[src/rtl/sm_result_bcd_decoder.sv]
// sm_result_bcd_decoder
//   Converts the calculator's sign-magnitude result bus into packed BCD for
//   the 7-segment display driver. The conversion is sequential: a
//   shift-add-3 (double-dabble) state machine handles one magnitude bit per
//   clock. The sign is exported separately. Negative zero is shown as
//   positive.
//
// Ports
//   clk        in   rising-edge system clock
//   rst_n      in   synchronous active-low reset
//   start      in   conversion request, honoured only in IDLE
//   result_in  in   [MAG_W] sign, [MAG_W-1:0] magnitude
//   busy       out  high while shifting
//   done       out  one-cycle pulse; sign_out/bcd_out valid from this cycle
//   sign_out   out  sign of last converted value (1 = negative)
//   bcd_out    out  packed BCD, digit 0 (units) in [3:0]
module sm_result_bcd_decoder #(
  parameter int MAG_W  = 17,
  parameter int DIGITS = 6
) (
  input  logic                  clk,
  input  logic                  rst_n,
  input  logic                  start,
  input  logic [MAG_W:0]        result_in,
  output logic                  busy,
  output logic                  done,
  output logic                  sign_out,
  output logic [4*DIGITS-1:0]   bcd_out
);

  localparam int BCD_W = 4 * DIGITS;
  localparam int CNT_W = $clog2(MAG_W + 1);

  typedef enum logic [1:0] {
    IDLE  = 2'd0,
    SHIFT = 2'd1,
    DONE  = 2'd2
  } state_t;

  state_t               state;
  state_t               state_next;
  logic [MAG_W-1:0]     shift_reg;
  logic [BCD_W-1:0]     acc;
  logic [BCD_W-1:0]     acc_adj;
  logic [BCD_W-1:0]     acc_shifted;
  logic [CNT_W-1:0]     cnt;
  logic                 sign_cap;
  logic                 capture;
  logic                 last_shift;

  // Pre-shift correction: any digit >= 5 would become >= 10 after doubling,
  // so +3 now makes the shift carry it into the next digit.
  function automatic logic [BCD_W-1:0] add3_digits(input logic [BCD_W-1:0] a);
    logic [BCD_W-1:0] r;
    r = a;
    for (int i = 0; i < DIGITS; i++) begin
      if (a[4*i +: 4] >= 4'd5) begin
        r[4*i +: 4] = a[4*i +: 4] + 4'd3;
      end
    end
    return r;
  endfunction

  assign acc_adj     = add3_digits(acc);
  assign acc_shifted = {acc_adj[BCD_W-2:0], shift_reg[MAG_W-1]};
  assign last_shift  = (cnt == CNT_W'(MAG_W - 1));

  always_comb begin
    state_next = state;
    busy       = 1'b0;
    done       = 1'b0;
    capture    = 1'b0;
    case (state)
      IDLE: begin
        if (start) begin
          capture    = 1'b1;
          state_next = SHIFT;
        end
      end
      SHIFT: begin
        busy = 1'b1;
        if (last_shift) begin
          state_next = DONE;
        end
      end
      DONE: begin
        done       = 1'b1;
        state_next = IDLE;
      end
      default: state_next = IDLE;
    endcase
  end

  always_ff @(posedge clk) begin
    if (!rst_n) begin
      state     <= IDLE;
      shift_reg <= '0;
      acc       <= '0;
      cnt       <= '0;
      sign_cap  <= 1'b0;
      sign_out  <= 1'b0;
      bcd_out   <= '0;
    end else begin
      state <= state_next;
      if (capture) begin
        shift_reg <= result_in[MAG_W-1:0];
        acc       <= '0;
        cnt       <= '0;
        // A zero magnitude is always shown as positive.
        sign_cap  <= result_in[MAG_W] & (|result_in[MAG_W-1:0]);
      end else if (state == SHIFT) begin
        shift_reg <= {shift_reg[MAG_W-2:0], 1'b0};
        acc       <= acc_shifted;
        cnt       <= cnt + CNT_W'(1);
        // Outputs only ever take the final accumulator value.
        if (last_shift) begin
          bcd_out  <= acc_shifted;
          sign_out <= sign_cap;
        end
      end
    end
  end

endmodule
[config.mk]
export PLATFORM = sky130hd
export DESIGN_NAME = sm_result_bcd_decoder
export DESIGN_NICKNAME = d
export VERILOG_FILES = /design/src/rtl/sm_result_bcd_decoder.sv
export SDC_FILE = /design/constraint.sdc
export NUM_CORES = 1
export LEC_CHECK = 0
export CAP_MARGIN = 25
export CELL_PAD_IN_SITES_DETAIL_PLACEMENT = 1
export CELL_PAD_IN_SITES_GLOBAL_PLACEMENT = 1
export CORE_MARGIN = 5
export CORE_UTILIZATION = 40
export CTS_CLUSTER_DIAMETER = 150
export DETAILED_ROUTE_END_ITERATION = 10
export GPL_ROUTABILITY_DRIVEN = 0
export PLACE_DENSITY_LB_ADDON = 0.1
export SLEW_MARGIN = 10
export SYNTH_ARGS = -nofsm -noshare
export SYNTH_HDL_FRONTEND = slang
export SYNTH_SLANG_ARGS = --single-unit
[constraint.sdc]
create_clock -name clk -period 1.7 [get_ports clk]
set_input_delay 0.34 -clock clk [delete_from_list [all_inputs] [get_ports clk]]
set_output_delay 0.34 -clock clk [all_outputs]
set_load 0.005 [all_outputs]
Word-level counts from Yosys, hierarchy flattened. Index checks and enable logic that the tools add are counted.

Flip-flop bits (word level): 74.

Magnitude comparators: 6. Reduce and logical (&&, ||, !) cells: 6. Add/subtract/negate cells: 7. Eq/ne operators: 5. Multiplexer cells: 15. Bitwise logic cells: 3.

Operator list (number): $mux 17 (2); $ge 4x3->1 const B (6); $add 4x2->4 const B (5); $mux 4 (5); $reduce_or 17->1 (1); $add 5x1->5 const B (1); $eq 5x5->1 const B (1); $mux 1 (4); $mux 2 (2); $ne 2x2->1 const B (2); $pmux 2 s2 (1); $add 3x2->3 const B (1); $mux 3 (1); $reduce_and 3->1 (1); $eq 2x1->1 const B (1); $eq 2x2->1 const B (1); $logic_not 2->1 (1); $not 1->1 (2); $reduce_and 2->1 (1); $reduce_bool 2->1 (1); $reduce_or 2->1 (1); $and 1x1->1 (1).

Logic depth before layout (Yosys ltp).
Word-level depth: 4. Depth in mapped cells: 7. Mapped depth without buffers: 6.

Worst setup path after synthesis. No wires, ideal clock.

Path kind: register -> register. Start: reg cnt[0]. End: reg bcd_out[10]. Setup slack: 0.222 ns. Setup time: 0.122 ns. Data arrival time: 1.356 ns. Stages on the path, launching flop included: 7. Data required time: 1.578 ns. Clock period less this slack: 1.478 ns. Cells stage by stage: dfxtp_1 -> inv_1 -> ha_1 -> nand2_1 -> nor4_4 -> buf_2 -> o22ai_1.

Cells in the longest elaborated chain, start to end: 2.

RTL lines: start, declared (RTL line 46) `logic [CNT_W-1:0] cnt;`; start signal, assigned (RTL line 114) `cnt <= cnt + CNT_W'(1);`; $eq 5x5->1 (RTL line 66) `assign last_shift = (cnt == CNT_W'(MAG_W - 1));`; $reduce_and 3->1 (no line); end signal, assigned (RTL line 117) `bcd_out <= acc_shifted;`; end, declared (RTL line 28) `output logic [4*DIGITS-1:0] bcd_out`.

Every way passes these cells. A chain may end at the register's enable or synchronous reset.

Worst setup path after layout.
Start: reg acc[8]. End: reg bcd_out[10].

Cells in the longest elaborated chain, start to end: 2.

RTL lines: start, declared (RTL line 43) `logic [BCD_W-1:0] acc;`; start signal, assigned (RTL line 113) `acc <= acc_shifted;`; $add 4x2->4 / $ge 4x3->1 (equally long branches) (RTL line 58, 57); $mux 4 * (RTL line 57) `if (a[4*i +: 4] >= 4'd5) begin`.

Mark *: on every way between the ends. The rest lies on a longest branch, timed or not.

==> flow_metrics.tcl <==
set metrics [dict create \
    setup_violations 0 \
    synth_top_cells_by_count "dfxtp_1 (74), a21oi_1 (46), nand2_1 (39), o22ai_1 (38), o21ai_0 (19)" \
    reg2regPathDepth 6 \
    post-route-min-period_ns 1.60 \
    final_core_util_pct 52.2 \
    cp.required_ns 1.97 \
    synth_xor_xnor_area_share_pct 2.33 \
    synth_fa_ha_area_share_pct 5.19 \
    synthDominantAreaCellType "dfxtp_1" \
    outcome "finished clean" \
    coreArea_sq_mm 0.00822 \
    clock_insertion_delay_worst_skew_ns 0.34 \
    antenna_found_initial 0 \
    die-area_sq_mm 0.0104 \
    worstReg2RegEnd "bcd_out[10]" \
    gr-usage-all-layers_pct 18.1 \
    die_h_microns 102 \
    cts-htree-levels 3 \
    synth_area_sq_mm 0.00338 \
    synth-simple-area-share_pct 14.9 \
    numClockSinks 74 \
    postSynthNetCount 421 \
    nets 472 \
    hold_ws_ns 0.476 \
    diodes 0 \
    synth_compound_gate_area_share_pct 25.3 \
    area.growth.synth_to_final_pct 26.9 \
    core.rowCount 33 \
    hold_violations 0 \
    critical_path_peak_fanout 5 \
    combinational_family_with_the_most_area_after_synthesis "compound AO/OA/AOI/OAI gates" \
    wire_length_of_the_first_global_routing_pass_microns 15000 \
    ys_async_sr_fraction_pct 0 \
    synthFlopType "dfxtp_1" \
    skew_ns 0.00826 \
    start_util_pct 41.1 \
    timing.reg2reg.setup_slack_ns 0.1 \
    rsz_0062_raised_after_global_routing "no" \
    clkSlewWorstSetupHoldPaths_ns 0.08 \
    power.density_mw_per_mm2 842 \
    grt-ovfl-total 0 \
    total_power_mw 3.61 \
    worst_hold_path_type "reg -> reg" \
    clock_tree.root_cell "clkbuf_8" \
    boundaryPins 48 \
    number_of_clock_buffers_inserted_by_tritoncts 9 \
    vias_per_cell 5.52 \
    synth.distinct_cells 38 \
    drt_pre_antenna_iters 4 \
    reg2reg_from "acc[8]" \
    drcViolationCount 0 \
    detailedPlacementHpwl_microns 6130 \
    placed_cells 531 \
    power.leakage_nw 1.54 \
    grt_start_max_net_pins 30 \
    io_port_bufs 47 \
    synthMostInstantiatedCell "dfxtp_1" \
    worstHoldStart "bcd_out[17]" \
    power.ir.vdd_worst_mv 0.569 \
    drive_above_1_share_pct 12.4 \
    cts_tree "yes" \
    synth.avg_cell_area_sq_um 8.75 \
    cts-root-to-sink-buffers 2 \
    ys_seq_elements 74 \
    timing_worst_slew_pin_value_ns 0.422 \
    synthesis.instances 386 \
    first_global_vias 3173 \
    max-slew-margin-rel_pct 71.6 \
    yosysWarnings 0 \
    dr.first_iter.drc_count 94 \
    dieWidth_microns 102 \
    critical_path_class "reg -> reg" \
    worstPathArrival_ns 1.87 \
    yosys.area.top_type_share_pct 43.9 \
    post-cts-setup-buffer-count 0 \
    layoutNonFillerInstCount 547 \
    main_area_contributors_after_synthesis "dfxtp_1 (44%), o22ai_1 (7.0%), a21oi_1 (6.8%)" \
    critical_path_source_type "flop" \
    min_delay_path_depth 2 \
    route.antenna.remaining_nets 0 \
    slew_viol_final 0 \
    timing.fmax_mhz 624 \
    period_share_pct 94.3 \
    fraction_of_synthesized_area_in_multiplexers_pct 2.59 \
    seq_area_frac_synth_pct 43.9 \
    final_wirelength_microns 8930 \
    vias 3020 \
    cap_viol_max_count 0 \
    routed_wl_per_cell_microns 16.3 \
    timing.hold.worst_endpoint "bcd_out[17]" \
    critPathCaptureType "flop" \
    synth_edf_count 0 \
]
## cells by family (layout without fill, tap and decap cells)
kind of cell	count (synthesis)	in the layout
flops	74	74
xor+xnor	9	9
simple gates	99	99
compound gates	137	137
mux	8	8
buf+inv	45	101
fa+ha+maj	14	14
## worst max-delay path by stage
| stage | end | slack (ns) | cells after the start | startpoint |
|---|---|---|---|---|
| after floorplan | bcd_out[10] | 0.22 | 6 | cnt[0] |
| after global placement | sign_cap | -0.11 | 4 | result_in[14] |
| after detailed placement | sign_cap | -0.14 | 4 | result_in[14] |
| after CTS | bcd_out[2] | 0.03 | 6 | acc[0] |
| after global routing | bcd_out[10] | 0.002 | 6 | acc[8] |
| final | bcd_out[10] | 0.1 | 6 | acc[8] |
## cell usage in the layout, fill, tap and decap left out, types with 4 or more instances in the layout
| cell type | instances |
|---|---|
| ha_1 | 11 |
| nand2b_1 | 7 |
| o211a_1 | 6 |
| mux2_2 | 6 |
| clkdlybuf4s50_1 | 45 |
| xnor2_1 | 6 |
| clkbuf_8 | 11 |
| buf_4 | 16 |
| nor2_1 | 18 |
| a211oi_1 | 6 |
| nor3b_1 | 10 |
| inv_1 | 17 |
| dfxtp_1 | 72 |
| a21oi_1 | 42 |
| buf_12 | 4 |
| nand3_1 | 8 |
| nand2_1 | 39 |
| o221ai_1 | 16 |
| o22ai_1 | 38 |
| a21oi_2 | 4 |
| o21ai_0 | 18 |
| nor2b_1 | 4 |
## final cells by class
cell class / instances / area [sq um]
Sequential cell: 74 / 1480
Inverter: 18 / 67.6
Clock inverter: 4 / 50.0
Multi-Input combinational cell: 267 / 1730
Clock buffer: 12 / 155
Tap cell: 105 / 131
Fill cell: 975 / 3930
Timing Repair Buffer: 67 / 668
## through the flow
stage | setup slack, ns | setup TNS (ns) | instance area (sq um)
3_5_place_dp | -0.144 | -0.144 | 4060
3_3_place_gp | -0.109 | -0.109 | 4060
4_1_cts | 0.0309 | 0 | 4270
6_report | 0.0965 | 0 | 4290
2_1_floorplan | 0.222 | 0 | 3380
5_1_grt | 0.00243 | 0 | 4290
## power breakdown
part	internal (mW)	leakage [nW]	switching [mW]
Combinational	0.173	0.839	0.200
Clock	0.757	0.0986	0.649
Sequential	1.78	0.602	0.0465
Total	2.72	1.54	0.896
## repair_timing
action,in CTS,in global routing
gates cloned,0,0
endpoints found under the setup margin,2,8
hold buffers,0,0
pin swaps,0,0
resized for setup,6,7
## per-layer routing
| layer | track usage (%) | routed length, microns | part of all wire [%] | up-vias |
|---|---|---|---|---|
| met2 | 31.2 | 4340 | 49 | 35 |
| met3 | 4.71 | 258 | 2.9 | 12 |
| met5 | 0 | 0 | 0 | - |
| li1 | - | - | - | 1511 |
| met1 | 21.8 | 4180 | 47 | 1462 |
| met4 | 6.46 | 147 | 1.6 | 0 |
## critical path, cell delays in order, from the launching register on
cell	delay [ns]
dfxtp_1	0.35
inv_1	0.11
ha_1	0.25
nand2b_1	0.09
a21oi_1	0.23
mux2_2	0.37
o22ai_1	0.14
(Power assumes the default switching activity.)
